### src/rtl/cdb_pkg.sv
// Shared CDB types and default sizing for the arbiter and its users.
// XLEN falls back to 32 when the build does not supply it.
`ifndef XLEN
`define XLEN 32
`endif

package cdb_pkg;

    localparam int CDB_NUM_REQ   = 4;
    localparam int CDB_TAG_WIDTH = 4;
    localparam int CDB_XLEN      = `XLEN;
    localparam int CDB_SRC_W     = $clog2(CDB_NUM_REQ);

    typedef struct packed {
        logic                     valid;
        logic [CDB_TAG_WIDTH-1:0] tag;
        logic [CDB_XLEN-1:0]      value;
        logic [CDB_SRC_W-1:0]     src;
    } cdb_struct;

    function automatic cdb_struct cdb_pack(
        input logic                     valid,
        input logic [CDB_TAG_WIDTH-1:0] tag,
        input logic [CDB_XLEN-1:0]      value,
        input logic [CDB_SRC_W-1:0]     src
    );
        cdb_struct s;
        s.valid = valid;
        s.tag   = tag;
        s.value = value;
        s.src   = src;
        return s;
    endfunction

endpackage

### src/rtl/rr_picker.sv
// Combinational find-first-set starting at a rotating pointer, wrapping
// from NUM_REQ-1 back to 0; produces a one-hot grant and its index.
module rr_picker #(
    parameter int NUM_REQ = 4,
    parameter int IDX_W   = $clog2(NUM_REQ)
) (
    input  logic [NUM_REQ-1:0] req,
    input  logic [IDX_W-1:0]   ptr,
    input  logic               enable,
    output logic [NUM_REQ-1:0] grant,
    output logic [IDX_W-1:0]   index,
    output logic               found
);

    always_comb begin
        int idx;
        idx   = 0;
        grant = '0;
        index = '0;
        found = 1'b0;
        for (int off = 0; off < NUM_REQ; off++) begin
            idx = int'(ptr) + off;
            if (idx >= NUM_REQ) begin
                idx = idx - NUM_REQ;
            end
            if (enable && !found && req[idx]) begin
                found      = 1'b1;
                grant[idx] = 1'b1;
                index      = IDX_W'(idx);
            end
        end
    end

endmodule

### src/rtl/cdb_arbiter.sv
// Round-robin common-data-bus arbiter: one registered broadcast per cycle.
// Optional per-unit stall counters are built when CDB_PERF_EN is defined.
module cdb_arbiter
    import cdb_pkg::*;
#(
    parameter int NUM_REQ    = CDB_NUM_REQ,
    parameter int TAG_WIDTH  = CDB_TAG_WIDTH,
    parameter int DATA_WIDTH = CDB_XLEN
) (
    input  logic                            clk,
    input  logic                            rst,
    input  logic [NUM_REQ-1:0]              req_valid_i,
    input  logic [NUM_REQ*DATA_WIDTH-1:0]   req_value_i,
    input  logic [NUM_REQ*TAG_WIDTH-1:0]    req_tag_i,
    output logic [NUM_REQ-1:0]              busy_o,
    input  logic                            flush_i,
    output logic                            cdb_valid_o,
    output logic [DATA_WIDTH-1:0]           cdb_value_o,
    output logic [TAG_WIDTH-1:0]            cdb_tag_o,
    output logic [$clog2(NUM_REQ)-1:0]      cdb_src_o
`ifdef CDB_PERF_EN
    ,
    output logic [NUM_REQ*16-1:0]           stall_cnt_o
`endif
);

    localparam int IDX_W = $clog2(NUM_REQ);

    logic [IDX_W-1:0]      ptr_reg;
    logic [IDX_W-1:0]      ptr_next;
    logic [NUM_REQ-1:0]    grant;
    logic [IDX_W-1:0]      grant_idx;
    logic                  grant_any;
    logic [DATA_WIDTH-1:0] value_arr [NUM_REQ];
    logic [TAG_WIDTH-1:0]  tag_arr   [NUM_REQ];

    logic                  cdb_valid_reg;
    logic [DATA_WIDTH-1:0] cdb_value_reg;
    logic [TAG_WIDTH-1:0]  cdb_tag_reg;
    logic [IDX_W-1:0]      cdb_src_reg;

    generate
        for (genvar gi = 0; gi < NUM_REQ; gi++) begin : g_unit
            assign value_arr[gi] = req_value_i[gi*DATA_WIDTH +: DATA_WIDTH];
            assign tag_arr[gi]   = req_tag_i[gi*TAG_WIDTH +: TAG_WIDTH];
            assign busy_o[gi]    = req_valid_i[gi] & ~grant[gi];
        end
    endgenerate

    // Reset and flush both squash arbitration, so every requester sees busy.
    rr_picker #(
        .NUM_REQ (NUM_REQ),
        .IDX_W   (IDX_W)
    ) u_picker (
        .req    (req_valid_i),
        .ptr    (ptr_reg),
        .enable (~rst & ~flush_i),
        .grant  (grant),
        .index  (grant_idx),
        .found  (grant_any)
    );

    assign ptr_next = (grant_idx == IDX_W'(NUM_REQ - 1)) ? '0 : grant_idx + IDX_W'(1);

    always_ff @(posedge clk) begin
        if (rst) begin
            ptr_reg       <= '0;
            cdb_valid_reg <= 1'b0;
            cdb_value_reg <= '0;
            cdb_tag_reg   <= '0;
            cdb_src_reg   <= '0;
        end else begin
            cdb_valid_reg <= grant_any;
            if (grant_any) begin
                ptr_reg       <= ptr_next;
                cdb_value_reg <= value_arr[grant_idx];
                cdb_tag_reg   <= tag_arr[grant_idx];
                cdb_src_reg   <= grant_idx;
            end
        end
    end

    assign cdb_valid_o = cdb_valid_reg;
    assign cdb_value_o = cdb_value_reg;
    assign cdb_tag_o   = cdb_tag_reg;
    assign cdb_src_o   = cdb_src_reg;

`ifdef CDB_PERF_EN
    generate
        for (genvar gi = 0; gi < NUM_REQ; gi++) begin : g_stall
            logic [15:0] stall_reg;
            always_ff @(posedge clk) begin
                if (rst) begin
                    stall_reg <= '0;
                end else if (busy_o[gi] && stall_reg != 16'hFFFF) begin
                    stall_reg <= stall_reg + 16'd1;
                end
            end
            assign stall_cnt_o[gi*16 +: 16] = stall_reg;
        end
    endgenerate
`endif

endmodule
### config.mk
export PLATFORM = sky130hd
export DESIGN_NAME = cdb_arbiter
export DESIGN_NICKNAME = d
export VERILOG_FILES = /design/src/rtl/cdb_pkg.sv /design/src/rtl/rr_picker.sv /design/src/rtl/cdb_arbiter.sv
export SDC_FILE = /design/constraint.sdc
export NUM_CORES = 1
export LEC_CHECK = 0
export BUFFER_PORTS_ARGS = -buffer_cell sky130_fd_sc_hd__clkbuf_2
export CAP_MARGIN = 20
export CORE_UTILIZATION = 48
export CTS_BUF_LIST = sky130_fd_sc_hd__clkbuf_4 sky130_fd_sc_hd__clkbuf_8
export CTS_CLUSTER_SIZE = 16
export DETAILED_ROUTE_END_ITERATION = 10
export MAX_ROUTING_LAYER = met4
export PLACE_DENSITY = 0.92
export SETUP_SLACK_MARGIN = 0.02
export SYNTH_ARGS = -nofsm -noshare
export SYNTH_HDL_FRONTEND = slang
export SYNTH_HIERARCHICAL = 1
export SYNTH_SLANG_ARGS = --single-unit
### constraint.sdc
create_clock -name clk -period 6.9 [get_ports clk]
set_input_delay 1.035 -clock clk [delete_from_list [all_inputs] [get_ports clk]]
set_output_delay 1.035 -clock clk [all_outputs]
set_load 0.02 [all_outputs]
* Word level (Yosys, flattened, before mapping)
Cells that the tools add are included.
** Storage, ports and cells
- Bits in registers :: 41
- Input bits :: 151
- Output and inout port bits :: 43
- Logic and storage cells :: 99
** Operators by class
- Add/sub/neg operators :: 8
- $lt $le $gt $ge :: 13
- Equal/unequal tests :: 1
- Muxes and demuxes :: 43
- Bitwise operators :: 15
- Reduce and logical (&&, ||, !) cells :: 14
** Operator list (count)
- 2-to-1 mux 32 bit :: 6
- >= comparator 32 x 1 -> 1 bit, second input constant :: 4
- less-than comparator 32 x 4 -> 1 bit, second input constant :: 4
- >= comparator 32 x 4 -> 1 bit, second input constant :: 3
- subtractor 32 x 4 -> 32 bit, second input constant :: 3
- binary-select mux 32 bit (select 2 bit) :: 1
- 2-to-1 mux 4 bit :: 6
- 2-to-1 mux 1 bit :: 16
- bitwise OR 4 bit :: 3
- logical AND 1 bit :: 11
- 2-to-1 mux 2 bit :: 5
- binary-select mux 1 bit (select 2 bit) :: 4
- binary-select mux 4 bit (select 2 bit) :: 1
- demux 1 bit (select 2 bit) :: 4
- adder 2 x 2 -> 3 bit, second input constant :: 2
- inverter 1 bit :: 6
- AND 1 bit :: 5
- subtractor 2 x 3 -> 4 bit, second input constant :: 1
- adder 2 x 1 -> 3 bit, second input constant :: 1
- >= comparator 2 x 3 -> 1 bit, second input constant :: 1
- >= comparator 3 bit, second input constant :: 1
- logical NOT 1 bit :: 3
- inverter 2 -> 3 bit :: 1
- adder 2 x 1 -> 2 bit, second input constant :: 1
- == test 2 bit, second input constant :: 1

* Longest topological paths before layout
Gate-level depths: netlist of run 1.
- Word-level depth :: 23
- Mapped depth :: 13
- Gate-level depth less buffers :: 10

* By module
The synthesis of run 1 kept the hierarchy.
** By module, submodules not included
- cdb_arbiter :: instances 1, cells an instance 227, area an instance 2631.3 um^2
- rr_picker :: instances 1, cells an instance 67, area an instance 544.3 um^2

* Worst setup path before layout of run 1
Ideal clock, no wire load.
- Kind :: input port to output port
- Start point :: input rst
- End point :: output busy_o[1]
- Arrival time :: 2.720 ns
- Data required time :: 5.865 ns
- Slack :: 3.145 ns
- Stages on the path :: 8
- Path through :: clkbuf_1 -> nor2_1 -> clkbuf_1 -> nand2_1 -> a2bb2oi_2 -> and4b_1 -> a221o_1 -> nor2b_1
** Between the ends
- Word-level cells in the longest chain between the ends :: 18
** RTL lines
- start: declaration :: line cdb_arbiter.sv:11 : input logic rst,
- inverter 1 bit (*) :: line cdb_arbiter.sv:57 : .enable (~rst & ~flush_i),
- AND 1 bit (*) :: line cdb_arbiter.sv:57
- logical AND 1 bit :: line rr_picker.sv:26 : if (enable && !found && req[idx]) begin
- 2-to-1 mux 1 bit :: line rr_picker.sv:26
- logical NOT 1 bit :: line rr_picker.sv:26
- logical AND 1 bit (2 in a row) :: line rr_picker.sv:26
- 2-to-1 mux 1 bit :: line rr_picker.sv:26
- logical NOT 1 bit :: line rr_picker.sv:26
- logical AND 1 bit (2 in a row) :: line rr_picker.sv:26
- 2-to-1 mux 1 bit :: line rr_picker.sv:26
- logical NOT 1 bit :: line rr_picker.sv:26
- logical AND 1 bit (2 in a row) :: line rr_picker.sv:26
- 2-to-1 mux 4 bit (*) :: line rr_picker.sv:26
- net grant[1] :: line cdb_arbiter.sv:31 : logic [NUM_REQ-1:0] grant;
- inverter 1 bit (*) :: line cdb_arbiter.sv:46 : assign busy_o[gi] = req_valid_i[gi] & ~grant[gi];
- AND 1 bit (*) :: line cdb_arbiter.sv:46
- end: declaration :: line cdb_arbiter.sv:15 : output logic [NUM_REQ-1:0] busy_o,
The timed path passes the listed nets; every way through them passes the cells marked *.

* Worst setup path after layout of run 1
Same ends and word-level chain as after synthesis.

==> impl_metrics.tcl, run 1 <==
set metrics [dict create \
    final_nets 629 \
    cp.arrival_ps 3410 \
    critPathMaxFanout 44 \
    critPathLaunchType "input pin" \
    core_mm2 0.006350 \
    clock_path_buffers 2 \
    die_y_um 83.34 \
    numPortBuffers 193 \
    cts_root_buffer "clkbuf_8" \
    dp_hpwl_um 6706 \
    placed_cells 539 \
    cts_tree "yes" \
    diodes 0 \
    cts_hold_buf 0 \
    tns_ps 0 \
    hold_class "reg -> reg" \
    syn_area_per_cell_um2 10.80 \
    synth-seq-cells 41 \
    wl_met3_um 473 \
    grt_pass1_vias 3098 \
    final_antenna_net_count 0 \
    finalSetupViolCount 0 \
    wl_per_cell_um 16.38 \
    power.density_mw_per_mm2 173.1 \
    vias 3127 \
    final-hold-violation-count 0 \
    fin_cells 548 \
    ys_types 42 \
    drive_gt1_frac 0.6093 \
    viasPerCell 5.706 \
    p_leak_nw 1.923 \
    htree_levels 2 \
    worstMarginPinSlew_ps 1097 \
    grtUsageTotal 0.2584 \
    grt_pass1_wl_um 14240 \
    ir_drop_v 0.0001276 \
    top_layer "met4" \
    grt_max_degree 47 \
    rsz0062_at_grt "no" \
    path_clk_slew_ps 70 \
    placementRows 29 \
    synth-main-ff-cell "dfxtp_1" \
    syn2layout_area_growth_pct 33.65 \
    dr.pass1.iters 4 \
    wl_met2_um 4716 \
    fillers 481 \
    fp.dieW_um 83.34 \
    cts.sink_count 41 \
    grt_remaining_overflow 0 \
    drc 0 \
    clock_latency_ps 290 \
    fin_crit_ps 4448 \
    first_iter_violations 138 \
    antenna_found_initial 0 \
    synth.top_cell.area_share 0.2585 \
    ctsResizeCount 0 \
    maxCapViolCount 0 \
    initial_core_util 0.5001 \
    fin_skew_ps 7.805 \
    worstSetupPathType "in -> out" \
    synth.top_cells.by_area "dfxtp_1, mux2i_1, o221ai_2" \
    critPathRequiredTime_ps 5860 \
    die-area_mm2 0.006945 \
    relSlewSlack 0.2670 \
    wl_met1_um 3569 \
    fmax_mhz 224.8 \
    endpoint_kind "output port" \
    synth_edf_count 0 \
    synth_async_sr_flop_share 0 \
    slew_viol_final 0 \
    yosys_warnings 6 \
    outcome "completed" \
    largest_reg_flops 32 \
    syn_inst 294 \
    post-route-period-util 0.6447 \
    io-pin-count 194 \
    drt_wl_total_um 8976 \
    synth_area_leader_cell "dfxtp_1" \
    syn-cell-area_mm2 0.003176 \
    cts_setup_buffers 0 \
    place_congestion 0.8797 \
    yosysSeqAreaShare 0.2585 \
    syn_nets 453 \
    numCtsBuffers 5 \
]
-- worst max-delay path, cell delays in order --
cell and delay [ps]:
clkbuf_2 420, nor2_1 640, nor2b_1 310, a2bb2oi_2 110
and4b_1 230, a221o_1 360, nor2b_1 120, clkbuf_2 180
-- metal layers --
metal / track usage / vias up
li1: - / 1513
met3: 0.04970 / 18
met1: 0.2809 / 1465
met2: 0.4702 / 131
met5: - / -
met4: 0.08464 / 0
-- synthesized netlist by cell type (6+ instances only) --
library cell	n
ha_1	8
buf_6	6
mux2i_1	78
buf_2	9
nor2b_1	6
dfxtp_1	41
o221ai_2	30
or3b_2	37
clkbuf_1	9
o21ai_0	6
nor2_1	7
o221ai_1	6
-- area by class of cell --
| class | instances | area (um2) | area share |
|---|---|---|---|
| inverter | 4 | 15.01 | 0.003538 |
| sequential | 41 | 820.8 | 0.1934 |
| tap | 77 | 96.34 | 0.02270 |
| multi-input combinational | 221 | 2171 | 0.5115 |
| clock buffer | 7 | 90.09 | 0.02123 |
| clock inverter | 1 | 30.03 | 0.007075 |
| timing repair buffer | 197 | 1021 | 0.2406 |
-- final timing paths --
path,slack [ps],start,to,depth (start not counted)
worst min register to register,500,cdb_src_o[0],cdb_src_o[0],2
worst max register to register,2760,ptr_reg[0],ptr_reg[1],11
worst max-delay path,2450,rst,busy_o[1],8
worst min-delay path,500,cdb_src_o[0],cdb_src_o[0],2
-- layout by cell type, fill, tap and decap left out, types with 2 or more instances in the layout --
master / synthesis / final
a32o_2: 4 / 4
nor3_1: 3 / 3
o221ai_1: 6 / 6
or3b_2: 37 / 38
o21ai_0: 6 / 6
dfxtp_1: 41 / 41
clkbuf_8: 0 / 6
buf_12: 0 / 2
mux2i_1: 78 / 78
nor2_1: 7 / 6
a221o_1: 4 / 4
mux2_2: 2 / 2
ha_1: 8 / 8
o211ai_2: 2 / 2
nor2b_1: 6 / 6
clkbuf_2: 0 / 193
nand2_1: 3 / 3
a21oi_1: 4 / 4
buf_4: 4 / 2
inv_1: 4 / 4
o221ai_2: 30 / 30
-- stage by stage --
step | setup slack (ps) | instance area [um2] | utilization | hold WS, ps | total power, W
after global routing | 2286 | 4244 | 0.6684 | 558.7 | 0.0007681
after floorplan | 3145 | 3176 | - | 577.9 | 0.0004473
after CTS | 2479 | 4224 | 0.6652 | 504.1 | 0.0007364
after detailed placement | 2232 | 4104 | 0.6463 | 486.6 | 0.0005306
final | 2452 | 4244 | 0.6684 | 502.6 | 0.0007347
after global placement | 2316 | 4104 | 0.6463 | 474.6 | 0.0005235
-- logic make-up (layout without fill, tap and decap cells) --
group           count (synthesis)  count (layout)  synth area share
compound gates                 66              66            0.2356
fa+ha+maj                       8               8           0.03152
buf+inv                        32             209           0.06028
flops                          41              41            0.2585
mux                            82              82            0.2636
simple gates                   65              65            0.1505
-- where the power goes --
| group | internal, W | switching, W | leakage [nW] |
|---|---|---|---|
| Clock | 0.000122 | 0.0000859 | 0.0619 |
| Combinational | 0.000123 | 0.000138 | 1.53 |
| Sequential | 0.000254 | 0.0000120 | 0.335 |
| Total | 0.000499 | 0.000236 | 1.92 |
No activity file was read; power rests on OpenSTA's default activity.
==> run 2: changes to the inputs <==
CORE_UTILIZATION = 45   (was 48)
PLACE_DENSITY = 0.87   (was 0.92)
clock period = 4.59 ns   (was 6.9 ns; I/O delays follow)
==> run 2 against run 1 <==
Effect of this change:
- sequential cell count did not move
- via count up 0.90%
- critical path depth rose by 1
- highest routed layer unchanged
- register-to-register slack worse by 1800 ps
- non-clock buffer count rose by 4
- cell area increased by 0.41%
- critical path type is now reg -> out
- largest cell class unchanged
- wire length rose by 4.4%
- global-route usage shrank 0.51 points
==> impl_metrics.tcl, run 2 (same netlist as run 1, synthesis figures left out) <==
set metrics [dict create \
    outcome "completed" \
    wl_per_cell_um 16.41 \
    post-route-period-util 0.8243 \
    critPathRequiredTime_ps 3900 \
    drc 0 \
    clock_path_buffers 2 \
    p_leak_nw 1.929 \
    numPortBuffers 193 \
    grt_pass1_wl_um 14660 \
    fin_skew_ps 16.70 \
    cp.arrival_ps 3100 \
    numCtsBuffers 5 \
    cts_root_buffer "clkbuf_8" \
    dpl_cell_area_mm2 0.004165 \
    hold_class "reg -> reg" \
    drt_wl_total_um 9370 \
    vias 3155 \
    cts.sink_count 41 \
    cts_setup_buffers 0 \
    fmax_mhz 264.3 \
    rsz0062_at_grt "no" \
    io-pin-count 194 \
    final_antenna_net_count 0 \
    final_nets 633 \
    cp_cell_sequence "inv_1 > ha_1 > nor2b_1 > a2bb2oi_2 > nor2_2 > a32o_2 > a221o_1 > nor2b_1 > clkbuf_2" \
    drive_gt1_frac 0.6126 \
    initial_core_util 0.4674 \
    finalSetupViolCount 0 \
    syn2layout_area_growth_pct 34.20 \
    grt_max_degree 47 \
    critPathMaxFanout 18 \
    path_clk_slew_ps 70 \
    finalInstanceArea_mm2 0.004262 \
    fin_crit_ps 3784 \
    final_common_cell "clkbuf_2" \
    critPathMaxStageDelay_ps 740 \
    dp_hpwl_um 7110 \
    fillers 579 \
    largest_reg_flops 32 \
    diodes 0 \
    core_mm2 0.006794 \
    final_cell_mix "clkbuf_2, mux2i_1, dfxtp_1" \
    viasPerCell 5.525 \
    die_y_um 86.01 \
    clock_latency_ps 290 \
    relSlewSlack 0.4958 \
    power.density_mw_per_mm2 245.0 \
    grtUsageTotal 0.2532 \
    htree_levels 2 \
    ir_drop_v 0.0001544 \
    fin_hold_ws_ps 503.7 \
    cts_tree "yes" \
    dr.pass1.iters 4 \
    fin_util 0.6273 \
    ctsResizeCount 0 \
    critPathLaunchType "register" \
    antenna_found_initial 0 \
    grt_pass1_vias 3110 \
    maxCapViolCount 0 \
    grt_remaining_overflow 0 \
    first_iter_violations 107 \
    die-area_mm2 0.007397 \
    cp_common_cell "nor2b_1" \
    endpoint_kind "output port" \
    cts_hold_buf 0 \
    tns_ps 0 \
    final-hold-violation-count 0 \
    place_congestion 0.8196 \
    fp.dieW_um 86.01 \
    slew_viol_final 0 \
    critPathSlowestCell "dfxtp_1" \
    placementRows 30 \
    worstMarginPinSlew_ps 756.4 \
    worstSetupPathType "reg -> out" \
]
[run 2: changes by cell type in the layout (fill, tap and decap cells not counted)]
cell	before	now
buf_12	2	1
bufinv_16	1	0
clkbuf_4	1	0
clkinv_2	0	1
buf_4	2	7
clkinv_4	0	1
[run 2: report_power, final]
part | leakage [nW] | total [W] | switching [W] | internal [W]
registers | 0.335 | 0.000399 | 0.0000180 | 0.000381
clock network | 0.0512 | 0.000250 | 0.000128 | 0.000122
logic | 1.54 | 0.000395 | 0.000210 | 0.000185
total | 1.93 | 0.00104 | 0.000356 | 0.000688
[run 2: area by class of cell]
class	count	area, um2	area share
Multi-Input combinational cell	221	2171	0.5094
Tap cell	96	120.1	0.02819
Timing Repair Buffer	201	1039	0.2437
Inverter	4	15.01	0.003523
Clock inverter	2	13.76	0.003230
Clock buffer	6	82.58	0.01938
Sequential cell	41	820.8	0.1926
[run 2: final timing paths]
check	from	end	slack (ps)	cells after the start
setup / recovery	ptr_reg[0]	busy_o[0]	810	9
hold / removal	cdb_src_o[0]	cdb_src_o[0]	500	2
setup reg to reg	ptr_reg[0]	cdb_value_o[8]	950	10
hold reg to reg	cdb_src_o[0]	cdb_src_o[0]	500	2
[run 2: per-layer routing]
metal	up-vias	part of all wire	global-route usage
met5	-	0	-
met4	0	0.0077	0.04848
met3	6	0.047	0.04235
met2	107	0.54	0.4553
met1	1522	0.40	0.2970
li1	1520	-	-
[run 2: stage by stage]
| stage | worst slack [ps] | power, W | std cells |
|---|---|---|---|
| after CTS | 817.7 | 0.001055 | 571 |
| final | 806.3 | 0.001044 | 571 |
| after detailed placement | 998.9 | 0.0008024 | 563 |
| after global placement | 1152 | 0.0007896 | 563 |
| after floorplan | 1435 | 0.0006724 | 294 |
| after global routing | 593.9 | 0.001103 | 571 |
[run 2: worst max-delay path: cells and delay by family, from the launching register on]
kind | cells | cell delay (ps)
compound gates | 3 | 700
fa+ha+maj | 1 | 570
buf+inv | 2 | 450
flops | 1 | 740
simple gates | 3 | 350
